File: config.mk
export PLATFORM = sky130hd
export DESIGN_NAME = net_if_status_unit_flat
export DESIGN_NICKNAME = d
export VERILOG_FILES = /design/src/rtl/net_if_pkg.sv /design/src/rtl/net_if_status_unit_if.sv /design/src/rtl/net_sync_fifo.sv /design/src/rtl/net_if_status_unit.sv /design/src/flat_wrapper.sv
export SDC_FILE = /design/constraint.sdc
export NUM_CORES = 1
export LEC_CHECK = 0
export CORE_MARGIN = 1.5
export CORE_UTILIZATION = 58
export DETAILED_ROUTE_END_ITERATION = 16
export GPL_TIMING_DRIVEN = 0
export PLACE_DENSITY = 0.77
export SLEW_MARGIN = 20
export SYNTH_ARGS = -nofsm -noshare
export SYNTH_HDL_FRONTEND = slang
export SYNTH_SLANG_ARGS = --single-unit
File: constraint.sdc
create_clock -name CLK -period 7.8 [get_ports CLK]
set_clock_uncertainty 0.1 [all_clocks]
set_input_delay 1.56 -clock CLK [delete_from_list [all_inputs] [get_ports CLK]]
set_output_delay 1.56 -clock CLK [all_outputs]
set_load 0.05 [all_outputs]
File: src/rtl/net_if_pkg.sv
// Shared constants for the network-interface status unit: status word layout,
// reset status value and IRQ FSM state encoding.
package net_if_pkg;

  localparam int unsigned STATUS_W      = 32;
  localparam int unsigned ST_CNT_W      = 8;

  localparam int unsigned ST_TX_CNT_LSB = 0;
  localparam int unsigned ST_RX_CNT_LSB = 8;
  localparam int unsigned ST_TX_FULL    = 16;
  localparam int unsigned ST_TX_EMPTY   = 17;
  localparam int unsigned ST_RX_FULL    = 18;
  localparam int unsigned ST_RX_EMPTY   = 19;
  localparam int unsigned ST_RX_UDF     = 20;
  localparam int unsigned ST_TX_OVF     = 21;
  localparam int unsigned ST_IRQ        = 22;

  // Both FIFOs empty, nothing else set.
  localparam logic [STATUS_W-1:0] STATUS_RST = 32'h000A_0000;

  typedef enum logic [1:0] {
    IDLE    = 2'd0,
    PEND    = 2'd1,
    SERVICE = 2'd2
  } irq_state_t;

endpackage

File: src/rtl/net_if_status_unit_if.sv
// CPU- and network-side signal bundle of the status unit; master drives the
// unit's inputs, slave is the unit itself.
interface net_if_status_unit_if #(
  parameter int unsigned DATA_WIDTH = 32
);
  logic                  TX_WRITE;
  logic [DATA_WIDTH-1:0] TX_DATA;
  logic                  NET_TX_VALID;
  logic [DATA_WIDTH-1:0] NET_TX_DATA;
  logic                  NET_TX_READY;
  logic                  NET_RX_VALID;
  logic [DATA_WIDTH-1:0] NET_RX_DATA;
  logic                  NET_RX_READY;
  logic                  RX_READ;
  logic [DATA_WIDTH-1:0] RX_DATA;
  logic                  STATUS_CLR;
  logic                  IRQ_EN;
  logic                  IRQ_ACK;
  logic                  IRQ;
  logic [31:0]           NETWORK_STATUS;

  modport master (
    output TX_WRITE, TX_DATA, NET_TX_READY, NET_RX_VALID, NET_RX_DATA,
           RX_READ, STATUS_CLR, IRQ_EN, IRQ_ACK,
    input  NET_TX_VALID, NET_TX_DATA, NET_RX_READY, RX_DATA, IRQ, NETWORK_STATUS
  );

  modport slave (
    input  TX_WRITE, TX_DATA, NET_TX_READY, NET_RX_VALID, NET_RX_DATA,
           RX_READ, STATUS_CLR, IRQ_EN, IRQ_ACK,
    output NET_TX_VALID, NET_TX_DATA, NET_RX_READY, RX_DATA, IRQ, NETWORK_STATUS
  );
endinterface

File: src/rtl/net_sync_fifo.sv
// Single-clock circular FIFO with first-word fall-through head; head reads as
// zero while empty so a drained FIFO presents a clean bus.
module net_sync_fifo #(
  parameter int unsigned DEPTH      = 8,
  parameter int unsigned DATA_WIDTH = 32
) (
  input  logic                        i_clk,
  input  logic                        i_rst,
  input  logic                        i_push,
  input  logic                        i_pop,
  input  logic [DATA_WIDTH-1:0]       i_data,
  output logic                        o_full,
  output logic                        o_empty,
  output logic [$clog2(DEPTH):0]      o_count,
  output logic [DATA_WIDTH-1:0]       o_head
);

  localparam int unsigned PTR_W = $clog2(DEPTH);
  localparam int unsigned CNT_W = PTR_W + 1;

  logic [DATA_WIDTH-1:0] r_mem [DEPTH];
  logic [PTR_W-1:0]      r_wr_ptr;
  logic [PTR_W-1:0]      r_rd_ptr;
  logic [CNT_W-1:0]      r_count;
  logic                  w_push;
  logic                  w_pop;

  assign o_full  = (r_count == CNT_W'(DEPTH));
  assign o_empty = (r_count == '0);
  assign o_count = r_count;
  assign o_head  = o_empty ? '0 : r_mem[r_rd_ptr];

  assign w_push  = i_push && !o_full;
  assign w_pop   = i_pop && !o_empty;

  // Storage is not reset; emptiness alone defines valid contents.
  always_ff @(posedge i_clk) begin
    if (w_push) r_mem[r_wr_ptr] <= i_data;
  end

  always_ff @(posedge i_clk) begin
    if (i_rst) begin
      r_wr_ptr <= '0;
      r_rd_ptr <= '0;
      r_count  <= '0;
    end else begin
      if (w_push) r_wr_ptr <= r_wr_ptr + PTR_W'(1);
      if (w_pop)  r_rd_ptr <= r_rd_ptr + PTR_W'(1);
      case ({w_push, w_pop})
        2'b10:   r_count <= r_count + CNT_W'(1);
        2'b01:   r_count <= r_count - CNT_W'(1);
        default: r_count <= r_count;
      endcase
    end
  end

endmodule

File: src/rtl/net_if_status_unit.sv
// CPU-side network endpoint: TX/RX packet FIFOs, registered NETWORK_STATUS
// snapshot with sticky error bits, and the RX interrupt FSM.
module net_if_status_unit
  import net_if_pkg::*;
#(
  parameter int unsigned DEPTH      = 8,
  parameter int unsigned DATA_WIDTH = 32
) (
  input  logic               CLK,
  input  logic               RESET,
  net_if_status_unit_if.slave bus
);

  localparam int unsigned CNT_W = $clog2(DEPTH) + 1;

  logic                  w_tx_full, w_tx_empty, w_rx_full, w_rx_empty;
  logic [CNT_W-1:0]      w_tx_count, w_rx_count;
  logic [DATA_WIDTH-1:0] w_tx_head, w_rx_head;
  logic                  w_tx_pop, w_rx_push;
  logic                  w_tx_ovf_set, w_rx_udf_set;
  logic                  r_tx_ovf, r_rx_udf;
  irq_state_t            r_state, w_state_nxt;
  logic                  r_irq;
  logic [STATUS_W-1:0]   w_status, r_status;

  assign w_tx_pop  = !w_tx_empty && bus.NET_TX_READY;
  assign w_rx_push = bus.NET_RX_VALID && !w_rx_full;

  net_sync_fifo #(.DEPTH(DEPTH), .DATA_WIDTH(DATA_WIDTH)) u_tx_fifo (
    .i_clk   (CLK),
    .i_rst   (RESET),
    .i_push  (bus.TX_WRITE),
    .i_pop   (w_tx_pop),
    .i_data  (bus.TX_DATA),
    .o_full  (w_tx_full),
    .o_empty (w_tx_empty),
    .o_count (w_tx_count),
    .o_head  (w_tx_head)
  );

  net_sync_fifo #(.DEPTH(DEPTH), .DATA_WIDTH(DATA_WIDTH)) u_rx_fifo (
    .i_clk   (CLK),
    .i_rst   (RESET),
    .i_push  (w_rx_push),
    .i_pop   (bus.RX_READ),
    .i_data  (bus.NET_RX_DATA),
    .o_full  (w_rx_full),
    .o_empty (w_rx_empty),
    .o_count (w_rx_count),
    .o_head  (w_rx_head)
  );

  assign bus.NET_TX_VALID   = !w_tx_empty;
  assign bus.NET_TX_DATA    = w_tx_head;
  assign bus.NET_RX_READY   = !w_rx_full;
  assign bus.RX_DATA        = w_rx_head;
  assign bus.IRQ            = r_irq;
  assign bus.NETWORK_STATUS = r_status;

  // Sticky errors: a set event in the same cycle as STATUS_CLR wins.
  assign w_tx_ovf_set = bus.TX_WRITE && w_tx_full;
  assign w_rx_udf_set = bus.RX_READ && w_rx_empty;

  always_ff @(posedge CLK) begin
    if (RESET) begin
      r_tx_ovf <= 1'b0;
      r_rx_udf <= 1'b0;
    end else begin
      if (w_tx_ovf_set)        r_tx_ovf <= 1'b1;
      else if (bus.STATUS_CLR) r_tx_ovf <= 1'b0;
      if (w_rx_udf_set)        r_rx_udf <= 1'b1;
      else if (bus.STATUS_CLR) r_rx_udf <= 1'b0;
    end
  end

  always_ff @(posedge CLK) begin
    if (RESET) begin
      r_state <= IDLE;
      r_irq   <= 1'b0;
    end else begin
      r_state <= w_state_nxt;
      r_irq   <= (w_state_nxt == PEND);
    end
  end

  always_comb begin
    w_state_nxt = r_state;
    case (r_state)
      IDLE:    if (bus.IRQ_EN && !w_rx_empty) w_state_nxt = PEND;
      PEND: begin
        if (bus.IRQ_ACK)      w_state_nxt = SERVICE;
        else if (!bus.IRQ_EN) w_state_nxt = IDLE;
      end
      SERVICE: if (w_rx_empty) w_state_nxt = IDLE;
      default: w_state_nxt = IDLE;
    endcase
  end

  // Status is a one-cycle-late snapshot of the unit's register state.
  always_comb begin
    w_status = '0;
    w_status[ST_TX_CNT_LSB +: ST_CNT_W] = ST_CNT_W'(w_tx_count);
    w_status[ST_RX_CNT_LSB +: ST_CNT_W] = ST_CNT_W'(w_rx_count);
    w_status[ST_TX_FULL]  = w_tx_full;
    w_status[ST_TX_EMPTY] = w_tx_empty;
    w_status[ST_RX_FULL]  = w_rx_full;
    w_status[ST_RX_EMPTY] = w_rx_empty;
    w_status[ST_RX_UDF]   = r_rx_udf;
    w_status[ST_TX_OVF]   = r_tx_ovf;
    w_status[ST_IRQ]      = r_irq;
  end

  always_ff @(posedge CLK) begin
    if (RESET) r_status <= STATUS_RST;
    else       r_status <= w_status;
  end

endmodule

File: src/flat_wrapper.sv
// flat-port wrapper written by rule: the top's interface ports become plain ports
module net_if_status_unit_flat import net_if_pkg::*;
#(
  parameter int unsigned DEPTH      = 8,
  parameter int unsigned DATA_WIDTH = 32
)
  (CLK, RESET, bus_TX_WRITE, bus_TX_DATA, bus_NET_TX_READY, bus_NET_RX_VALID, bus_NET_RX_DATA, bus_RX_READ, bus_STATUS_CLR, bus_IRQ_EN, bus_IRQ_ACK, bus_NET_TX_VALID, bus_NET_TX_DATA, bus_NET_RX_READY, bus_RX_DATA, bus_IRQ, bus_NETWORK_STATUS);
  net_if_status_unit_if #(.DATA_WIDTH(DATA_WIDTH)) bus_i ();
  input  logic CLK;
  input  logic RESET;
  input wire logic [$bits(bus_i.TX_WRITE)-1:0] bus_TX_WRITE;
  input wire logic [$bits(bus_i.TX_DATA)-1:0] bus_TX_DATA;
  input wire logic [$bits(bus_i.NET_TX_READY)-1:0] bus_NET_TX_READY;
  input wire logic [$bits(bus_i.NET_RX_VALID)-1:0] bus_NET_RX_VALID;
  input wire logic [$bits(bus_i.NET_RX_DATA)-1:0] bus_NET_RX_DATA;
  input wire logic [$bits(bus_i.RX_READ)-1:0] bus_RX_READ;
  input wire logic [$bits(bus_i.STATUS_CLR)-1:0] bus_STATUS_CLR;
  input wire logic [$bits(bus_i.IRQ_EN)-1:0] bus_IRQ_EN;
  input wire logic [$bits(bus_i.IRQ_ACK)-1:0] bus_IRQ_ACK;
  output wire logic [$bits(bus_i.NET_TX_VALID)-1:0] bus_NET_TX_VALID;
  output wire logic [$bits(bus_i.NET_TX_DATA)-1:0] bus_NET_TX_DATA;
  output wire logic [$bits(bus_i.NET_RX_READY)-1:0] bus_NET_RX_READY;
  output wire logic [$bits(bus_i.RX_DATA)-1:0] bus_RX_DATA;
  output wire logic [$bits(bus_i.IRQ)-1:0] bus_IRQ;
  output wire logic [$bits(bus_i.NETWORK_STATUS)-1:0] bus_NETWORK_STATUS;
  assign bus_i.TX_WRITE = bus_TX_WRITE;
  assign bus_i.TX_DATA = bus_TX_DATA;
  assign bus_i.NET_TX_READY = bus_NET_TX_READY;
  assign bus_i.NET_RX_VALID = bus_NET_RX_VALID;
  assign bus_i.NET_RX_DATA = bus_NET_RX_DATA;
  assign bus_i.RX_READ = bus_RX_READ;
  assign bus_i.STATUS_CLR = bus_STATUS_CLR;
  assign bus_i.IRQ_EN = bus_IRQ_EN;
  assign bus_i.IRQ_ACK = bus_IRQ_ACK;
  assign bus_NET_TX_VALID = bus_i.NET_TX_VALID;
  assign bus_NET_TX_DATA = bus_i.NET_TX_DATA;
  assign bus_NET_RX_READY = bus_i.NET_RX_READY;
  assign bus_RX_DATA = bus_i.RX_DATA;
  assign bus_IRQ = bus_i.IRQ;
  assign bus_NETWORK_STATUS = bus_i.NETWORK_STATUS;
  net_if_status_unit #(.DEPTH(DEPTH), .DATA_WIDTH(DATA_WIDTH)) u_core (.CLK(CLK), .RESET(RESET), .bus(bus_i));
endmodule
==> reports/results.ini <==
[timing]
setup_viol=0
max_freq_ghz=0.199
tns_ns=0
min_period_ns=5.03
worst_slew_pin_slew_ns=0.970
rsz0062_at_grt=no
hold_violations=0
finalMaxSlewViolations=0
fin_crit_sh_pct=64.5
max_slew_margin_pct=34.8

[clock_tree]
numCtsBuffers=54
cts_sinks=558
cts_tree=done
cts_setup_buffers=0
clock-root-buffer=clkbuf_16
htree_levels=2
ctsResizeCount=0
clk_latency_ns=0.59
ctsHoldBuffers=0
clk_pin_slew_worst_paths_ns=0.06
cts.path.max_buffers=3

[setup_path]
cp_max_fo=10
cp_cell_sequence=nor4_2 -> clkbuf_1 -> nor2_1 -> clkdlybuf4s50_1
r2r-end=u_core.u_tx_fifo.o_count[2]$_SDFFE_PP0P_
critical_path_buf_inv_count=2
worstSetupStartpoint=u_core.u_rx_fifo.o_count[0]$_SDFFE_PP0P_
crit_family=buffers and inverters
rrSetupSlack_ns=4.74
criticalPathCategory=reg2out
cp.required_ns=6.14
reg2reg_depth=12
cpPeakStageDelay_ns=0.87
start_kind=flip-flop
cpMaxStageDelayCell=nor4_2
cp.depth=4
regToRegStartpoint=u_core.u_tx_fifo.o_count[1]$_SDFFE_PP0P_
end_kind=output pin
cp_data_arrival_time_ns=3.37
endpoint=bus_RX_DATA[11]

[die]
fp.dieH_um=195
pin_count=172
initial_core_util_pct=58.6
dieArea_um2=38100
die_w_um=195
core_area_um2=36500
num_rows=70

[logic_synthesis]
synth.top_cells.by_count=edfxtp_1, mux4_2, nor2_1
synth_cell_types=43
synth_ff_type=edfxtp_1
synth_top_cell_by_area=edfxtp_1
synth.area.top_cells=edfxtp_1, mux4_2, dfxtp_1
synthesis.area_um2=21400
ys_seq_area_share_pct=76.1
async_reset_ff_share_pct=0
synth_top_area_share_pct=71.8
synthCells=1029
yosysWarningCount=0
avgSynthCellArea_um2=20.8
ys_ff_latch=558
synth_most_common_cell=edfxtp_1
synth_edf_count=512

[route]
drt_iter0_drc=855
vias=10700
wl_per_cell_um=24.2
drc=0
vias_per_cell=5.86
antenna_left=0
wirelength_mm=44.2
dr.pass1.iters=5

[layout]
drive_above_1_share_pct=24.6
fillers=2156
final_cells=1822
nets=1392
fin_area_um2=26100
utilization_pct=71.5
area_growth_pct=21.9

[power]
powerDensity_nw_per_um2=337
ir_drop_mv=0.289
leakage_nw=8.46

[place]
dp.cells=1721
dpl_cell_area_um2=24300
place_congestion=0.744
dp_hpwl_mm=28.3
port_buffers=154

[global_routing]
grt_use_total_pct=23.8
grt.overflow.total=0
antenna_found_initial=3
grt_pass1_wl_mm=66.4
grt_max_degree=20
grt_pass1_vias=11000

[min_path]
hold_class=reg2reg

[run]
maxCapViolations=0

[outcome]
status=finished, final reports clean

## worst reg2reg max path, cell delays in order (launching register included)
cell,delay (ns)
dfxtp_1,0.29
buf_2,0.17
nor4_4,0.65
inv_2,0.13
and2_1,0.19
buf_2,0.14
ha_1,0.25
xor2_1,0.17
ha_1,0.18
a21oi_1,0.14
xor2_1,0.10
or4_1,0.41
nand2_1,0.08
## power by group
part | internal, mW | switching (mW)
combinational | 0.950 | 1.65
sequential | 3.45 | 0.0749
clock | 1.58 | 1.08
total | 5.99 | 2.80
## area by class of cell
type / instances / area, um2 / share of cell area, %
Multi-Input combinational cell: 414 / 4870 / 18.7
Clock inverter: 31 / 304 / 1.16
Inverter: 3 / 11.3 / 0.0431
Buffer: 70 / 399 / 1.53
Sequential cell: 558 / 16300 / 62.4
Timing Repair Buffer: 208 / 2100 / 8.06
Clock buffer: 69 / 1530 / 5.87
Antenna cell: 1 / 2.50 / 0.00959
Tap cell: 468 / 586 / 2.24
## state kept, by name (all words and copies together) (netlist names), named ones only
| signal | flops |
|---|---|
| u_core.u_tx_fifo.r_mem | 256 |
| u_core.r_state | 2 |
| u_core.u_rx_fifo.r_mem | 256 |
| u_core.r_tx_ovf | 1 |
| u_core.u_rx_fifo.r_rd_ptr | 3 |
| u_core.bus.IRQ | 1 |
| u_core.u_rx_fifo.r_wr_ptr | 3 |
| u_core.u_rx_fifo.o_count | 4 |
| u_core.u_tx_fifo.r_wr_ptr | 3 |
| u_core.u_tx_fifo.r_rd_ptr | 3 |
| u_core.bus.NETWORK_STATUS | 15 |
| u_core.u_tx_fifo.o_count | 4 |
| u_core.r_rx_udf | 1 |
## how the worst min path moves through the flow
stage | from | to | slack [ns] | depth (start not counted)
floorplan | u_core.r_tx_ovf$_SDFFE_PP0P_ | u_core.bus.NETWORK_STATUS[21]$_SDFF_PP0_ | 0.34 | 1
finish | u_core.r_rx_udf$_SDFFE_PP0P_ | u_core.bus.NETWORK_STATUS[20]$_SDFF_PP0_ | 0.37 | 1
global placement | u_core.bus.IRQ$_SDFF_PP0_ | u_core.bus.NETWORK_STATUS[22]$_SDFF_PP0_ | 0.35 | 1
detailed placement | u_core.bus.IRQ$_SDFF_PP0_ | u_core.bus.NETWORK_STATUS[22]$_SDFF_PP0_ | 0.36 | 1
CTS | u_core.r_rx_udf$_SDFFE_PP0P_ | u_core.bus.NETWORK_STATUS[20]$_SDFF_PP0_ | 0.38 | 1
global route | u_core.r_rx_udf$_SDFFE_PP0P_ | u_core.bus.NETWORK_STATUS[20]$_SDFF_PP0_ | 0.38 | 1
## per-stage QoR
step | setup slack [ns] | power, mW | hold slack, ns
finish | 2.77 | 8.79 | 0.372
global placement | -1.58 | 6.14 | 0.352
global route | 2.60 | 9.10 | 0.381
floorplan | 2.49 | 5.32 | 0.338
detailed placement | 3.33 | 6.20 | 0.358
CTS | 2.67 | 8.85 | 0.376
## layout by cell type (no fill, tap or decap), types with 4 or more instances in the layout
cell               n
nor2b_1           12
buf_1              9
buf_2             19
nor2_1            92
buf_16             6
clkinv_1           7
clkbuf_16         58
nor3_2             8
ha_1              10
clkbuf_8           4
a21oi_1            6
conb_1            17
nand3_1            8
nand2_1            9
clkdlybuf4s50_1  154
clkbuf_1          27
o21ai_0            4
mux2i_1           68
bufinv_16          6
buf_4             59
nand2b_1           7
nor2_4             6
clkinv_2          15
dfxtp_1           46
edfxtp_1         512
mux4_2           128
buf_6              8
xor2_1            12
## cell families after synthesis
logic type / Yosys count / synth area share (%)
other cells: 1 / 0.0175
compound gates: 17 / 0.508
flops: 558 / 76.1
fa+ha+maj: 10 / 0.584
xor+xnor: 14 / 0.608
simple gates: 158 / 3.53
mux: 198 / 16.7
buf+inv: 73 / 1.92
## routing by layer
metal	routed length (um)	vias up	part of all wire, %	global-route usage [%]
li1	-	4688	-	-
met1	17300	5494	39	31.2
met2	22800	411	52	40.0
met3	3040	75	6.9	5.63
met4	1030	4	2.3	7.35
met5	26	-	0.059	0
(Power assumes the default switching activity.)
